`config.mk`:
```
export PLATFORM = sky130hd
export DESIGN_NAME = td4_io_port
export DESIGN_NICKNAME = d
export VERILOG_FILES = /design/src/rtl/td4_io_pkg.sv /design/src/rtl/td4_io_fifo.sv /design/src/rtl/td4_io_port.sv
export SDC_FILE = /design/constraint.sdc
export NUM_CORES = 1
export LEC_CHECK = 0
export ABC_CLOCK_PERIOD_IN_PS = 2000
export CAP_MARGIN = 30
export CORE_ASPECT_RATIO = 0.9
export CORE_MARGIN = 2
export CORE_UTILIZATION = 43
export CTS_CLUSTER_DIAMETER = 50
export CTS_CLUSTER_SIZE = 28
export DETAILED_ROUTE_END_ITERATION = 10
export GPL_TIMING_DRIVEN = 0
export PLACE_DENSITY = 0.67
export SLEW_MARGIN = 20
export SYNTH_ARGS = -nofsm -noshare
export SYNTH_HDL_FRONTEND = slang
export SYNTH_SLANG_ARGS = --single-unit
```
`constraint.sdc`:
```
create_clock -name clk -period 2 [get_ports clk]
set_clock_uncertainty 0.05 [all_clocks]
set_input_delay 0.4 -clock clk [delete_from_list [all_inputs] [get_ports clk]]
set_output_delay 0.4 -clock clk [all_outputs]
set_load 0.005 [all_outputs]
```
`src/rtl/td4_io_pkg.sv`:
```
// Shared types and defaults for the TD4 I/O port peripheral.
// TD4_IO_TIMESTAMP_EN adds a timestamp field to each capture entry.
package td4_io_pkg;

    localparam int DEPTH_DEF = 8;
    localparam int TS_W_DEF  = 16;

    typedef logic [3:0] nibble_t;

    typedef struct packed {
        nibble_t data;
`ifdef TD4_IO_TIMESTAMP_EN
        logic [TS_W_DEF-1:0] ts;
`endif
    } cap_entry_t;

endpackage

```
`src/rtl/td4_io_fifo.sv`:
```
// Synchronous circular-buffer FIFO of cap_entry_t with flush and occupancy count.
// DEPTH must be a power of two so the pointers wrap naturally.
module td4_io_fifo
    import td4_io_pkg::*;
#(
    parameter int DEPTH = DEPTH_DEF
) (
    input  logic                     clk,
    input  logic                     rst_b,
    input  logic                     push,
    input  cap_entry_t               wdata,
    input  logic                     pop,
    input  logic                     clr,
    output cap_entry_t               rdata,
    output logic                     full,
    output logic                     empty,
    output logic [$clog2(DEPTH):0]   count
);

    localparam int AW = $clog2(DEPTH);

    cap_entry_t      mem [DEPTH];
    logic [AW-1:0]   wr_ptr;
    logic [AW-1:0]   rd_ptr;
    logic            do_push;
    logic            do_pop;

    assign full    = (count == (AW+1)'(DEPTH));
    assign empty   = (count == '0);
    assign do_pop  = pop && !empty;
    // A full FIFO still accepts a push when the head leaves in the same cycle.
    assign do_push = push && (!full || do_pop);
    assign rdata   = mem[rd_ptr];

    always_ff @(posedge clk or negedge rst_b) begin
        if (!rst_b) begin
            wr_ptr <= '0;
            rd_ptr <= '0;
            count  <= '0;
        end else if (clr) begin
            wr_ptr <= '0;
            rd_ptr <= '0;
            count  <= '0;
        end else begin
            if (do_push) wr_ptr <= wr_ptr + 1'b1;
            if (do_pop)  rd_ptr <= rd_ptr + 1'b1;
            count <= count + (AW+1)'(do_push) - (AW+1)'(do_pop);
        end
    end

    always_ff @(posedge clk) begin
        if (do_push && !clr) mem[wr_ptr] <= wdata;
    end

endmodule

```
`src/rtl/td4_io_port.sv`:
```
// TD4 I/O peripheral: host-written input register and change-capture FIFO on td4_out.
// TD4_IO_TIMESTAMP_EN adds a free-running cycle counter and the cap_ts port.
module td4_io_port
    import td4_io_pkg::*;
#(
    parameter int DEPTH = DEPTH_DEF,
    parameter int TS_W  = TS_W_DEF
) (
    input  logic                     clk,
    input  logic                     rst_b,
    input  logic [3:0]               td4_out,
    output logic [3:0]               td4_in,
    input  logic                     wr_en,
    input  logic [3:0]               wr_data,
    output logic                     cap_valid,
    input  logic                     cap_ready,
    output logic [3:0]               cap_data,
`ifdef TD4_IO_TIMESTAMP_EN
    output logic [TS_W-1:0]          cap_ts,
`endif
    output logic [$clog2(DEPTH):0]   count,
    output logic                     overflow,
    input  logic                     clr
);

    nibble_t     out_q;
    nibble_t     last_q;
    logic        push_req;
    logic        pop;
    logic        full;
    logic        empty;
    cap_entry_t  push_entry;
    cap_entry_t  head;

    assign push_req  = (out_q != last_q);
    assign cap_valid = !empty;
    assign pop       = cap_valid && cap_ready;
    // Gate the head so a drained or flushed FIFO shows zero instead of stale data.
    assign cap_data  = cap_valid ? head.data : '0;

    always_ff @(posedge clk or negedge rst_b) begin
        if (!rst_b) begin
            td4_in   <= '0;
            out_q    <= '0;
            last_q   <= '0;
            overflow <= 1'b0;
        end else begin
            if (wr_en) td4_in <= wr_data;
            out_q  <= td4_out;
            last_q <= out_q;
            if (clr)
                overflow <= 1'b0;
            else if (push_req && full && !pop)
                overflow <= 1'b1;
        end
    end

`ifdef TD4_IO_TIMESTAMP_EN
    logic [TS_W-1:0] ts_cnt;
    logic [TS_W-1:0] ts_q;

    // ts_q follows out_q so each entry carries the cycle its value was sampled.
    always_ff @(posedge clk or negedge rst_b) begin
        if (!rst_b) begin
            ts_cnt <= '0;
            ts_q   <= '0;
        end else begin
            ts_cnt <= ts_cnt + 1'b1;
            ts_q   <= ts_cnt;
        end
    end

    assign cap_ts = cap_valid ? TS_W'(head.ts) : '0;
`endif

    always_comb begin
        push_entry      = '0;
        push_entry.data = out_q;
`ifdef TD4_IO_TIMESTAMP_EN
        push_entry.ts   = TS_W_DEF'(ts_q);
`endif
    end

    td4_io_fifo #(.DEPTH(DEPTH)) u_fifo (
        .clk   (clk),
        .rst_b (rst_b),
        .push  (push_req),
        .wdata (push_entry),
        .pop   (pop),
        .clr   (clr),
        .rdata (head),
        .full  (full),
        .empty (empty),
        .count (count)
    );

endmodule

```
# Yosys cells after proc, flatten, opt, wreduce, memory -nomap -nowiden
# Memories as Yosys holds them, arrays and structs flattened.
# Cells that the tools add are included.
dict set report op_classes {
  reduce_logical 15
  n_eq_ne 2
  muxes 10
  n_addsub 4
}
# op count
set op_table {}
lappend op_table {{3-bit 2-to-1 mux} 4}
lappend op_table {{4-bit 2-to-1 mux} 2}
lappend op_table {{3-bit by 1-bit adder with 3-bit output, second input constant} 2}
lappend op_table {{1-bit logical AND} 6}
lappend op_table {{2-bit nonzero test} 3}
lappend op_table {{4-bit by 1-bit adder with 4-bit output} 1}
lappend op_table {{4-bit equality test, second input constant} 1}
lappend op_table {{1-bit logical NOT} 4}
lappend op_table {{4-bit logical NOT} 1}
lappend op_table {{1-bit 2-to-1 mux} 4}
lappend op_table {{4-bit != test} 1}
lappend op_table {{4-bit by 1-bit subtractor with 4-bit output} 1}
lappend op_table {{1-bit logical OR} 1}
dict set report totals {
  memories 1
  mem_bits_rw 32
  in_bits 13
  register_bits 23
  word_cells 39
  out_inout_bits 14
}
# memory depth word_bits rd rd_clocked_by_memory_dff wr line
set memory_table {}
lappend memory_table {u_fifo.mem 8 4 1 0 1 td4_io_fifo.sv:22} ;# cap_entry_t mem [DEPTH];

# Longest topological paths before layout
# Gate-level depths: netlist (run 1).
dict set report logic_depth {
  ltp_word 9
  depth_mapped 11
  ltp_nobuf 11
}

# Cells and area by module
# Synthesis (run 1) repeated with hierarchy kept, for this count alone.
dict set report hier_totals {
  hier_cells 160
  hier_area_um2 2413.6
}
# mod cells_each seq_area_each_um2 area_per_inst_um2 instances
set by_module_without_submodules {}
lappend by_module_without_submodules {td4_io_fifo 129 1211.2 1938.1 1}
lappend by_module_without_submodules {td4_io_port 31 325.3 475.5 1}

# Least setup slack after synthesis (run 1)
# No wires, ideal clock.
dict set report synth_timing {
  path_kind {register to register}
  startpoint {register u_fifo.count[2]}
  endpoint {register u_fifo.count[2]}
  t_required_ns 1.818
  period_less_slack_ns 2.069
  setup_time_ns 0.132
  n_path_buf 0
  setup_slack_ns -0.069
  stages_incl_launch_ff 11
  arrival_time_ns 1.886
  cell_sequence {dfrtp_1 inv_1 ha_1 and2_2 inv_1 nand3_1 o21ai_0 ha_1 fa_1 xnor2_1 nor2_1}
}
dict set report synth_between {
  elab_chain_cells 9
  word_cells_on_any_way 11
  classes_between {add/sub (2); eq/ne (1); mux (1); reduce/logical (7)}
}
# element line
set synth_rtl {}
lappend synth_rtl {{from (decl)} td4_io_fifo.sv:17} ;# output logic [$clog2(DEPTH):0] count
lappend synth_rtl {{from (signal assigned)} td4_io_fifo.sv:47} ;# count <= count + (AW+1)'(do_push) - (AW+1)'(do_pop);
lappend synth_rtl {{4-bit logical NOT *} td4_io_fifo.sv:29} ;# assign empty = (count == '0);
lappend synth_rtl {{1-bit logical NOT *} td4_io_port.sv:36} ;# assign cap_valid = !empty;
lappend synth_rtl {{named net cap_valid} td4_io_port.sv:15} ;# output logic cap_valid,
lappend synth_rtl {{1-bit logical AND} td4_io_port.sv:37} ;# assign pop = cap_valid && cap_ready;
lappend synth_rtl {{1-bit logical AND *} td4_io_fifo.sv:30} ;# assign do_pop = pop && !empty;
lappend synth_rtl {{1-bit logical OR} td4_io_fifo.sv:32} ;# assign do_push = push && (!full || do_pop);
lappend synth_rtl {{1-bit logical AND} td4_io_fifo.sv:32}
lappend synth_rtl {{4-bit by 1-bit adder with 4-bit output} td4_io_fifo.sv:47}
lappend synth_rtl {{4-bit by 1-bit subtractor with 4-bit output *} td4_io_fifo.sv:47}
lappend synth_rtl {{4-bit 2-to-1 mux *} td4_io_fifo.sv:40} ;# end else if (clr) begin
# The timed path passes the listed nets; every way through them passes the cells marked *.
# A chain may end at the register's enable or synchronous reset.

# Worst setup path in the final report (run 1)
dict set report layout_timing {
  startpoint {register u_fifo.rd_ptr[0]}
  endpoint {output cap_data[2]}
}
dict set report layout_between {
  elab_chain_cells 2
}
# element line
set layout_rtl {}
lappend layout_rtl {{from (decl)} td4_io_fifo.sv:24} ;# logic [AW-1:0] rd_ptr;
lappend layout_rtl {{from (signal assigned)} td4_io_fifo.sv:46} ;# if (do_pop) rd_ptr <= rd_ptr + 1'b1;
lappend layout_rtl {{memory 8 x 4 bit} --}
lappend layout_rtl {{4-bit 2-to-1 mux} td4_io_port.sv:39} ;# assign cap_data = cap_valid ? head.data : '0;
lappend layout_rtl {{to (decl)} td4_io_port.sv:17} ;# output logic [3:0] cap_data,
# Every way passes these cells.

==> key figures, run 1 <==
Yosys
  • Mapped Cells: approximately 140
  • Synth cell types: 29
  • Syn_nets: between 150 and 200
  • Post-Syn Area per Cell: about 16 µm²
  • Yosys top cell by area: edfxtp_1
  • Yosys reg bits: 55
  • Synthesized area: roughly 0.0023 mm²
  • Post-synth top area share: between 40% and 50%
  • Yosys warning count: 0
  • Top post-synthesis cells by area: edfxtp_1 (42%), dfrtp_1 (25%), mux4_2 (7.9%)
  • Seq/Total Area, Yosys: about two thirds

Route
  • Drc violations: 0
  • Vias: 1,426
  • Wire per inst: ~19 µm
  • First-pass DRT Iterations: 4
  • Routed wire length: just under 5000 µm
  • Post-DRT Antenna Nets: 0
  • Initial DRC count: 86
  • Vias/cell: approximately 5.3

Setup path
  • Max incr delay on CP: 0.49 ns
  • Crit start category: flop
  • Worst Setup SP: u_fifo.rd_ptr[0]$_DFFE_PN0P_
  • CP max FO: 3
  • Worst EP required: roughly 1.6 ns
  • R2r setup slk: 0 ns
  • CP Capture Type: output pin
  • CP Data Arrival Time: ~1.8 ns
  • Crit path max-delay cell type: mux4_2
  • Worst R2R Start: u_fifo.count[3]$_DFF_PN0_
  • CP cell instances: clkbuf_16 -> buf_8 -> mux4_2 -> mux2i_1 -> nor2_1 -> buf_2
  • WS Path Type: flop to output pin

Power
  • Peak VDD IR: 627.0 µV
  • PD cells: 1257 mW/mm²
  • Leak: ~1.2 nW
  • Total Power: 3.961 mW

Layout
  • Register area: approximately 0.0015 mm²
  • Area of the multi-input gates: about 910 µm²
  • Area growth syn-to-layout: 38.25%
  • Commonest cells after routing, fill and taps aside: edfxtp_1 (32), clkdlybuf4s50_1 (19), buf_4 (18), dfrtp_1 (17), nor2_1 (12)
  • Commonest non-fill, non-tap cell in the layout: edfxtp_1
  • Final Util: 60.70%
  • Final #Nets: between 200 and 250
  • Ant. Diodes: 0
  • Layout cell share with drive strength beyond 1: between 40% and 50%
  • Fill count: 387

Place
  • DP HPWL: approximately 2900 µm
  • Routability cong.: roughly 0.75
  • IO buf count: 26

Global routing
  • First-pass GRT wire length: 7548 µm
  • Initial antenna violation count: 0
  • Largest net degree at the start of global routing: 24
  • GRT overflow: 0
  • Overall routing resource usage: a little under a fifth
  • Vias in the first global route: between 1,000 and 1,500

STA
  • FMAX: ~440 MHz
  • Worst-Margin Slew: approximately 0.62 ns
  • Slew headroom: between 50% and 60%
  • Final Setup Violations: 4
  • Unrepaired setup endpoints after global routing: yes
  • Worst hold slack: -0.01369 ns
  • Pins over their slew limit: 0
  • Final setup margin: -0.2745 ns
  • Final hold violation count: 15
  • Period Utilization, post-route: 113.7%
  • Tmin final: around 2.3 ns

CTS
  • CTS tree: yes
  • Sink Count: 55
  • Clock Latency Late Sink: ~0.32 ns
  • Num CTS Buffers: 5
  • H-tree Lvls: 2
  • Root Buffer: clkbuf_8
  • CTS clk-pin slew, worst paths: roughly 0.10 ns
  • Clk buf depth: 2

Floorplan
  • Initial Utilization: roughly 44%
  • IO Pins: 27
  • Die Footprint: 0.005901 mm²
  • Die W: 80.75 µm
  • Row count: 25
  • Core ar.: 0.005192 mm²
  • DIE HEIGHT: between 70 and 80 µm

Job
  • Max Cap Viol: 0

Hold path
  • Worst min path class: input port to async pin

Status
  • Violated checks: negative hold slack, negative setup slack
  • Status: finished, violations left
==> cells by family (layout without fill, tap and decap cells) <==
group | after synthesis | in the layout | synth area share [%]
and+or+nand+nor | 37 | 37 | 8.123
buffers and inverters | 12 | 68 | 2.415
DFF | 55 | 55 | 67.40
xor gates and xnor gates | 8 | 8 | 3.074
AOI/OAI and AO/OA | 7 | 7 | 2.141
muxes | 17 | 17 | 12.13
adders and majority gates | 8 | 8 | 4.720
==> through the flow <==
step,instances,setup WS (ns),setup TNS (ns),hold WS (ns),instance area (µm²)
2_1_floorplan,144,0.01337,0,0.05441,2285
3_3_place_gp,237,-0.6466,-18.03,0.4428,2629
3_5_place_dp,237,-0.7255,-20.56,0.4521,2629
4_1_cts,257,-0.2903,-1.114,0.4635,3005
5_1_grt,267,-0.3475,-1.487,0.02205,3152
6_report,267,-0.2745,-0.9971,-0.01369,3152
==> per-layer routing <==
metal	GRT usage (%)	vias to the layer above	routed length, µm
li1	-	645	-
met1	21.25	724	1938
met2	32.78	43	2664
met3	4.208	14	242
met4	6.968	0	121
met5	0	-	0
==> cells in the mapped netlist (all sizes together) <==
master	instances
nand3	6
a21oi	2
mux2	5
o31ai	1
fa	1
buf	3
nor4	4
xor2	2
a21o	1
and2	1
dfrtp	23
ha	7
nor2b	2
xnor2	6
nand4b	1
nor2	13
nor3	4
clkbuf	1
mux4	8
nand2	3
nand4	1
nand2b	2
inv	8
edfxtp	32
a41oi	1
o21ai	2
mux2i	4
==> what timing repair did <==
item                       in CTS  in global routing
resized for setup              56                 16
setup buffers                  11                 10
setup endpoints to repair      40                 30
gates cloned                    1                  0
pin swaps                       7                  7
hold buffers                    0                  0
==> state kept, by name, summed over array words and instances (netlist names) <==
name and flops:
last_q 4, out_q 4, overflow 1, td4_in 4
u_fifo.count 4, u_fifo.mem 32, u_fifo.rd_ptr 3, u_fifo.wr_ptr 3
==> power by group <==
group,internal [mW],switching [mW]
sequential,1.36,0.139
clock,0.375,0.357
combinational,0.938,0.796
total,2.67,1.29
==> final timing paths <==
path	to	cells after the start
min reg2reg	last_q[2]$_DFF_PN0_	0
max	cap_data[2]	6
max in group asynchronous	out_q[1]$_DFF_PN0_	1
min	u_fifo.count[2]$_DFF_PN0_	1
min in group clk	last_q[2]$_DFF_PN0_	0
max reg2reg	u_fifo.count[1]$_DFF_PN0_	9
==> worst max-delay path: cells and delay by family, from the launching register on <==
family	cells	cell delay (ns)
flip-flops	1	0.43
multiplexers	2	0.64
buffers and inverters	3	0.37
AND/OR/NAND/NOR	1	0.07
==> area by class of cell <==
class | count | share of cell area [%]
plain buffers | 4 | 0.9131
repair buffers | 48 | 13.93
flip-flops and latches | 55 | 48.99
multi-input cells | 77 | 29.02
well taps | 67 | 2.660
clock buffers | 7 | 2.422
clock inverters | 1 | 0.9528
inverters | 8 | 1.112
(Power assumes the default switching activity.)
==> run 2, diff against run 1 <==
--- a/config.mk
+++ b/config.mk
@@ -6,15 +6,15 @@
 export NUM_CORES = 1
 export LEC_CHECK = 0
 export ABC_CLOCK_PERIOD_IN_PS = 2000
-export CAP_MARGIN = 30
+export CAP_MARGIN = 20
 export CORE_ASPECT_RATIO = 0.9
 export CORE_MARGIN = 2
-export CORE_UTILIZATION = 43
+export CORE_UTILIZATION = 49
 export CTS_CLUSTER_DIAMETER = 50
 export CTS_CLUSTER_SIZE = 28
 export DETAILED_ROUTE_END_ITERATION = 10
 export GPL_TIMING_DRIVEN = 0
-export PLACE_DENSITY = 0.67
+export PLACE_DENSITY = 0.74
 export SLEW_MARGIN = 20
 export SYNTH_ARGS = -nofsm -noshare
 export SYNTH_HDL_FRONTEND = slang
==> key figures, run 2 (synthesized netlist as in run 1, its figures left out) <==
Status
  • Violated checks: negative hold slack, negative setup slack
  • Status: finished, violations left

Power
  • Sequential fraction of design power: 40.5% (+2.8 points)
  • PD cells: 1202 mW/mm² (-4.4%)
  • Clock power share: 16.7% (-1.8 points)
  • Combinational share of power: 42.8% (-1.0 points)
  • NetSw: 1.246 mW (-3.6%)
  • Leak: 1.145 nW (-1.8%)
  • Peak VDD IR: 537.0 µV (-14%)
  • Total Power: 3.698 mW (-6.7%)
  • Sw Share: 33.69% (+1.1 points)
  • Int Power: 2.452 mW (-8.1%)

Floorplan
  • Die Footprint: 0.005215 mm² (-12%)
  • Core ar.: 0.004461 mm² (-14%)
  • Row count: 23 (-8.0%)
  • IO Pins: 27 (unchanged)
  • DIE HEIGHT: 68.71 µm (-6.0%)
  • Die W: 75.90 µm (-6.0%)
  • Initial Utilization: 51.11% (+7.2 points)

Route
  • Max Used Layer: met4
  • Vias: 1,415 (-0.77%)
  • Routed wire length: 5085 µm (+2.4%)
  • Initial DRC count: 81 (-5.8%)
  • Post-DRT Antenna Nets: 0 (unchanged)
  • Wire per inst: 19.48 µm (+4.8%)
  • Vias/cell: 5.421 (+1.5%)
  • Wl on met1: 2061 µm (+6.3%)
  • Drc violations: 0 (unchanged)
  • Routed wl met2: 2720 µm (+2.1%)
  • First-pass DRT Iterations: 4 (unchanged)
  • Met3 routed WL: 170 µm (-30%)

Global routing
  • Initial antenna violation count: 0 (unchanged)
  • First-pass GRT wire length: 7493 µm (-0.73%)
  • GRT overflow: 0 (unchanged)
  • Vias in the first global route: 1,506 (+3.4%)
  • Overall routing resource usage: 19.57% (+1.3 points)
  • Largest net degree at the start of global routing: 24 (unchanged)

Setup path
  • Crit start category: flop
  • Top Family by Delay on Critical Path: multiplexers
  • R2r setup slk: 0.03 ns (+0.03 ns)
  • Worst EP required: 1.55 ns (about the same)
  • Max incr delay on CP: 0.49 ns (about the same)
  • Cell mode on critical path: buf_6
  • Worst Setup SP: u_fifo.rd_ptr[0]$_DFFE_PN0P_
  • CP max FO: 4 (+1)
  • CP Capture Type: output pin
  • R2R cell count: 7 (-2)
  • Worst Path Buf+Inv: 3 (unchanged)
  • Crit path max-delay cell type: mux4_2
  • Worst R2R Start: out_q[2]$_DFF_PN0_
  • CP Depth: 6 (unchanged)
  • CP cell instances: buf_6 -> buf_6 -> mux4_2 -> mux2i_1 -> nor2_1 -> buf_2
  • WS Path Type: flop to output pin
  • CP Data Arrival Time: 1.81 ns (about the same)

CTS
  • Clock Latency Late Sink: 0.31 ns (about the same)
  • CTS tree: yes
  • CTS clk-pin slew, worst paths: 0.10 ns (about the same)
  • Cts-stage hold buffer count: 0 (unchanged)
  • Sink Count: 55 (unchanged)
  • Root Buffer: clkbuf_8
  • Num CTS Buffers: 5 (unchanged)
  • Clk buf depth: 2 (unchanged)
  • H-tree Lvls: 2 (unchanged)

Layout
  • Biggest register: u_fifo.mem
  • Fill count: 288 (-26%)
  • Largest register FFs: 32 (unchanged)
  • Ant. Diodes: 0 (unchanged)
  • Commonest non-fill, non-tap cell in the layout: edfxtp_1
  • Final #Nets: 219 (-0.45%)
  • Final std cells w/o fill: 261 (-2.2%)
  • Final Util: 68.98% (+8.3 points)
  • Layout cell share with drive strength beyond 1: 41.71% (+0.21 points)
  • Area growth syn-to-layout: 34.96%
  • Commonest cells after routing, fill and taps aside: edfxtp_1 (32), clkdlybuf4s50_1 (19), dfrtp_1 (18), buf_4 (18), nor2_1 (12)

Place
  • DP HPWL: 3004 µm (+3.2%)
  • IO buf count: 26 (unchanged)
  • Dpl ws: -0.7308 ns (-0.005306 ns)
  • Routability cong.: 0.8617 (+14%)
  • Cells after DPL: 232 (-2.1%)

STA
  • Slew headroom: 60.84% (+2.0 points)
  • Worst hold slack: -0.001920 ns (+0.01177 ns)
  • Unrepaired setup endpoints after global routing: yes
  • Final hold violation count: 14 (-1)
  • FMAX: 442.4 MHz (+0.63%)
  • Worst-Margin Slew: 0.5873 ns (-0.03060 ns)
  • Pins over their slew limit: 0 (unchanged)
  • Final setup margin: -0.2602 ns (+0.01433 ns)
  • Period Utilization, post-route: 113.0% (-0.72 points)
  • Final Setup Violations: 4 (unchanged)
  • Tmin final: 2.260 ns (-0.01433 ns)
  • Setup TNS: -0.9905 ns (+0.006537 ns)

Hold path
  • Worst min path class: input port to async pin

Job
  • Max Cap Viol: 0 (unchanged)
## run 2: routing by layer
metal	GRT usage, %	up-vias
met4	8.864	0
li1	-	637
met1	22.13	721
met5	0	-
met2	36.05	45
met3	5.208	12
## run 2: power groups by stage
stage	clock (mW)	combinational (mW)	sequential [mW]
global placement	0	1.06	1.46
floorplan	0	0.687	1.45
detailed placement	0	1.10	1.48
CTS	0.625	1.32	1.49
finish	0.616	1.58	1.50
global route	0.673	1.71	1.51
## run 2: worst paths after layout
path,endpoint
min in group clk,last_q[1]$_DFF_PN0_
max in group asynchronous,u_fifo.count[1]$_DFF_PN0_
max reg2reg,u_fifo.count[1]$_DFF_PN0_
max,cap_data[1]
min,u_fifo.count[0]$_DFF_PN0_
min reg2reg,last_q[1]$_DFF_PN0_
## run 2: cell type report
type | instances | area (µm²) | share of cell area, %
Clock inverter | 2 | 16.27 | 0.5287
Timing Repair Buffer | 47 | 410.4 | 13.34
Tap cell | 62 | 77.57 | 2.521
Buffer | 4 | 25.02 | 0.8133
Sequential cell | 55 | 1543 | 50.14
Inverter | 8 | 35.03 | 1.139
Clock buffer | 6 | 72.57 | 2.359
Multi-Input combinational cell | 77 | 897.1 | 29.16
## run 2: metrics by stage
step                hold WS [ns]  instance area [µm²]
floorplan                0.05441                 2285
global placement          0.4463                 2623
detailed placement        0.4473                 2623
CTS                       0.4608                 2905
global route             0.02983                 3077
finish                 -0.001920                 3077
## run 2: what timing repair did
item | 4_1_cts | 5_1_grt
setup buffers | 9 | 11
pin swaps | 6 | 9
endpoints found under the setup margin | 40 | 28
gates cloned | 1 | 0
resized for setup | 49 | 18
==> run 3, diff against run 2 <==
--- a/config.mk
+++ b/config.mk
@@ -8,13 +8,13 @@
 export ABC_CLOCK_PERIOD_IN_PS = 2000
 export CAP_MARGIN = 20
 export CORE_ASPECT_RATIO = 0.9
-export CORE_MARGIN = 2
 export CORE_UTILIZATION = 49
-export CTS_CLUSTER_DIAMETER = 50
+export CTS_CLUSTER_DIAMETER = 40
 export CTS_CLUSTER_SIZE = 28
 export DETAILED_ROUTE_END_ITERATION = 10
 export GPL_TIMING_DRIVEN = 0
 export PLACE_DENSITY = 0.74
+export RECOVER_POWER = 100
 export SLEW_MARGIN = 20
 export SYNTH_ARGS = -nofsm -noshare
 export SYNTH_HDL_FRONTEND = slang
==> key figures, run 3 (synthesized netlist as in run 1, its figures left out) <==
Place
  • Cells after DPL: 232 (unchanged)
  • Routability cong.: 0.7565 (-12%)
  • DP HPWL: 2873 µm (-4.4%)
  • IO buf count: 26 (unchanged)

Layout
  • Commonest cells after routing, fill and taps aside: edfxtp_1 (32), dfrtp_1 (17), dlygate4sd3_1 (15), nor2_1 (12), buf_4 (12)
  • Layout cell share with drive strength beyond 1: 35.18% (-6.5 points)
  • Final std cells w/o fill: 261 (unchanged)
  • Largest register FFs: 32 (unchanged)
  • Biggest register: u_fifo.mem
  • Fill count: 315 (+9.4%)
  • Ant. Diodes: 0 (unchanged)
  • Final #Nets: 219 (unchanged)
  • Commonest non-fill, non-tap cell in the layout: edfxtp_1
  • Area growth syn-to-layout: 32.33%

Status
  • Status: finished, violations left
  • Violated checks: negative setup slack

Route
  • Vias/cell: 5.418 (about the same)
  • Initial DRC count: 71 (-12%)
  • Wire per inst: 18.46 µm (-5.2%)
  • Drc violations: 0 (unchanged)
  • Post-DRT Antenna Nets: 0 (unchanged)
  • Routed wire length: 4819 µm (-5.2%)
  • Vias: 1,414 (-0.071%)
  • First-pass DRT Iterations: 4 (unchanged)

Floorplan
  • Core ar.: 0.004461 mm² (unchanged)
  • Row count: 23 (unchanged)
  • DIE HEIGHT: 66.71 µm (-2.9%)
  • Initial Utilization: 51.11% (unchanged)
  • Die Footprint: 0.004930 mm² (-5.5%)
  • Die W: 73.90 µm (-2.6%)
  • IO Pins: 27 (unchanged)

Power
  • Total Power: 3.690 mW (-0.19%)
  • PD cells: 1223 mW/mm² (+1.8%)
  • Leak: 1.128 nW (-1.5%)
  • Peak VDD IR: 560.1 µV (+4.3%)

Setup path
  • WS Path Type: flop to output pin
  • Top Family by Delay on Critical Path: multiplexers
  • CP cell instances: buf_8 -> buf_6 -> mux4_2 -> mux2i_1 -> nor2_1 -> buf_2
  • CP max FO: 4 (unchanged)
  • CP Depth: 6 (unchanged)
  • Max incr delay on CP: 0.49 ns (about the same)
  • Worst Path Buf+Inv: 3 (unchanged)
  • Crit path max-delay cell type: mux4_2
  • CP Capture Type: output pin
  • R2R cell count: 10 (+3)
  • Crit start category: flop
  • Worst EP required: 1.55 ns (about the same)
  • CP Data Arrival Time: 1.79 ns (-0.02 ns)

CTS
  • CTS tree: yes
  • Clock Latency Late Sink: 0.31 ns (about the same)
  • Root Buffer: clkbuf_8
  • CTS clk-pin slew, worst paths: 0.09 ns (about the same)
  • H-tree Lvls: 2 (unchanged)
  • Sink Count: 55 (unchanged)
  • Clk buf depth: 2 (unchanged)
  • Cts-stage hold buffer count: 0 (unchanged)
  • Num CTS Buffers: 5 (unchanged)

STA
  • Worst-Margin Slew: 1.219 ns (+0.6312 ns)
  • Unrepaired setup endpoints after global routing: yes
  • Final Setup Violations: 15 (+11)
  • FMAX: 447.3 MHz (+1.1%)
  • Period Utilization, post-route: 111.8% (-1.2 points)
  • Pins over their slew limit: 0 (unchanged)
  • Worst hold slack: 0.2686 ns (+0.2705 ns)
  • Final setup margin: -0.2355 ns (+0.02461 ns)
  • Slew headroom: 18.76% (-42 points)
  • Tmin final: 2.236 ns (-0.02461 ns)
  • Final hold violation count: 0 (-14)

Global routing
  • Vias in the first global route: 1,457 (-3.3%)
  • Overall routing resource usage: 20.58% (+1.0 points)
  • Initial antenna violation count: 0 (unchanged)
  • Largest net degree at the start of global routing: 24 (unchanged)
  • GRT overflow: 0 (unchanged)
  • First-pass GRT wire length: 7058 µm (-5.8%)

Job
  • Max Cap Viol: 0 (unchanged)

Hold path
  • Worst min path class: input port to async pin
==> run 3: metal layers <==
layer / track usage [%] / wire (µm) / vias to the layer above
met5: 0 / 0 / -
met4: 8.894 / 95 / 0
met3: 3.631 / 173 / 11
met2: 37.61 / 2651 / 42
met1: 23.38 / 1898 / 717
li1: - / - / 644
==> run 3: worst paths after layout <==
check                                              from                   endpoint  slack, ns
min in group clk                  td4_in[2]$_DFFE_PN0P_      td4_in[2]$_DFFE_PN0P_       0.46
setup / recovery           u_fifo.rd_ptr[0]$_DFFE_PN0P_                cap_data[2]      -0.24
max in group asynchronous                         rst_b         out_q[2]$_DFF_PN0_       0.83
hold reg to reg                   td4_in[2]$_DFFE_PN0P_      td4_in[2]$_DFFE_PN0P_       0.46
hold / removal                                    rst_b      td4_in[0]$_DFFE_PN0P_       0.27
setup reg to reg              u_fifo.count[2]$_DFF_PN0_  u_fifo.count[3]$_DFF_PN0_      -0.11
==> run 3: area by class of cell <==
| type | instances | area, µm² | area share (%) |
|---|---|---|---|
| inverter | 8 | 32.53 | 1.078 |
| clock buffer | 5 | 68.82 | 2.281 |
| tap | 62 | 77.57 | 2.572 |
| sequential | 55 | 1544 | 51.18 |
| multi-input combinational | 77 | 839.6 | 27.83 |
| timing repair buffer | 47 | 386.6 | 12.82 |
| buffer | 4 | 28.78 | 0.9540 |
| clock inverter | 3 | 38.79 | 1.286 |
==> run 3: metrics by stage <==
stage | area (µm²) | util [%] | setup WS [ns] | TNS [ns]
floorplan | 2285 | - | 0.01337 | 0
finish | 3017 | 67.63 | -0.2355 | -1.375
global route | 3017 | 67.63 | -0.3358 | -4.292
global placement | 2623 | 58.79 | -0.6319 | -17.99
CTS | 2989 | 67.01 | -0.2356 | -0.8903
detailed placement | 2623 | 58.79 | -0.7424 | -21.09
==> run 3: power by group <==
group,switching [mW],leakage (nW),internal [mW]
Sequential,0.121,0.569,1.36
Clock,0.352,0.0556,0.367
Combinational,0.725,0.503,0.769
==> run 3: what timing repair did <==
action | in CTS | in global routing
gates cloned | 1 | 0
pin swaps | 8 | 10
gates resized for setup | 49 | 12
setup buffers | 16 | 5
setup endpoints to repair | 40 | 7
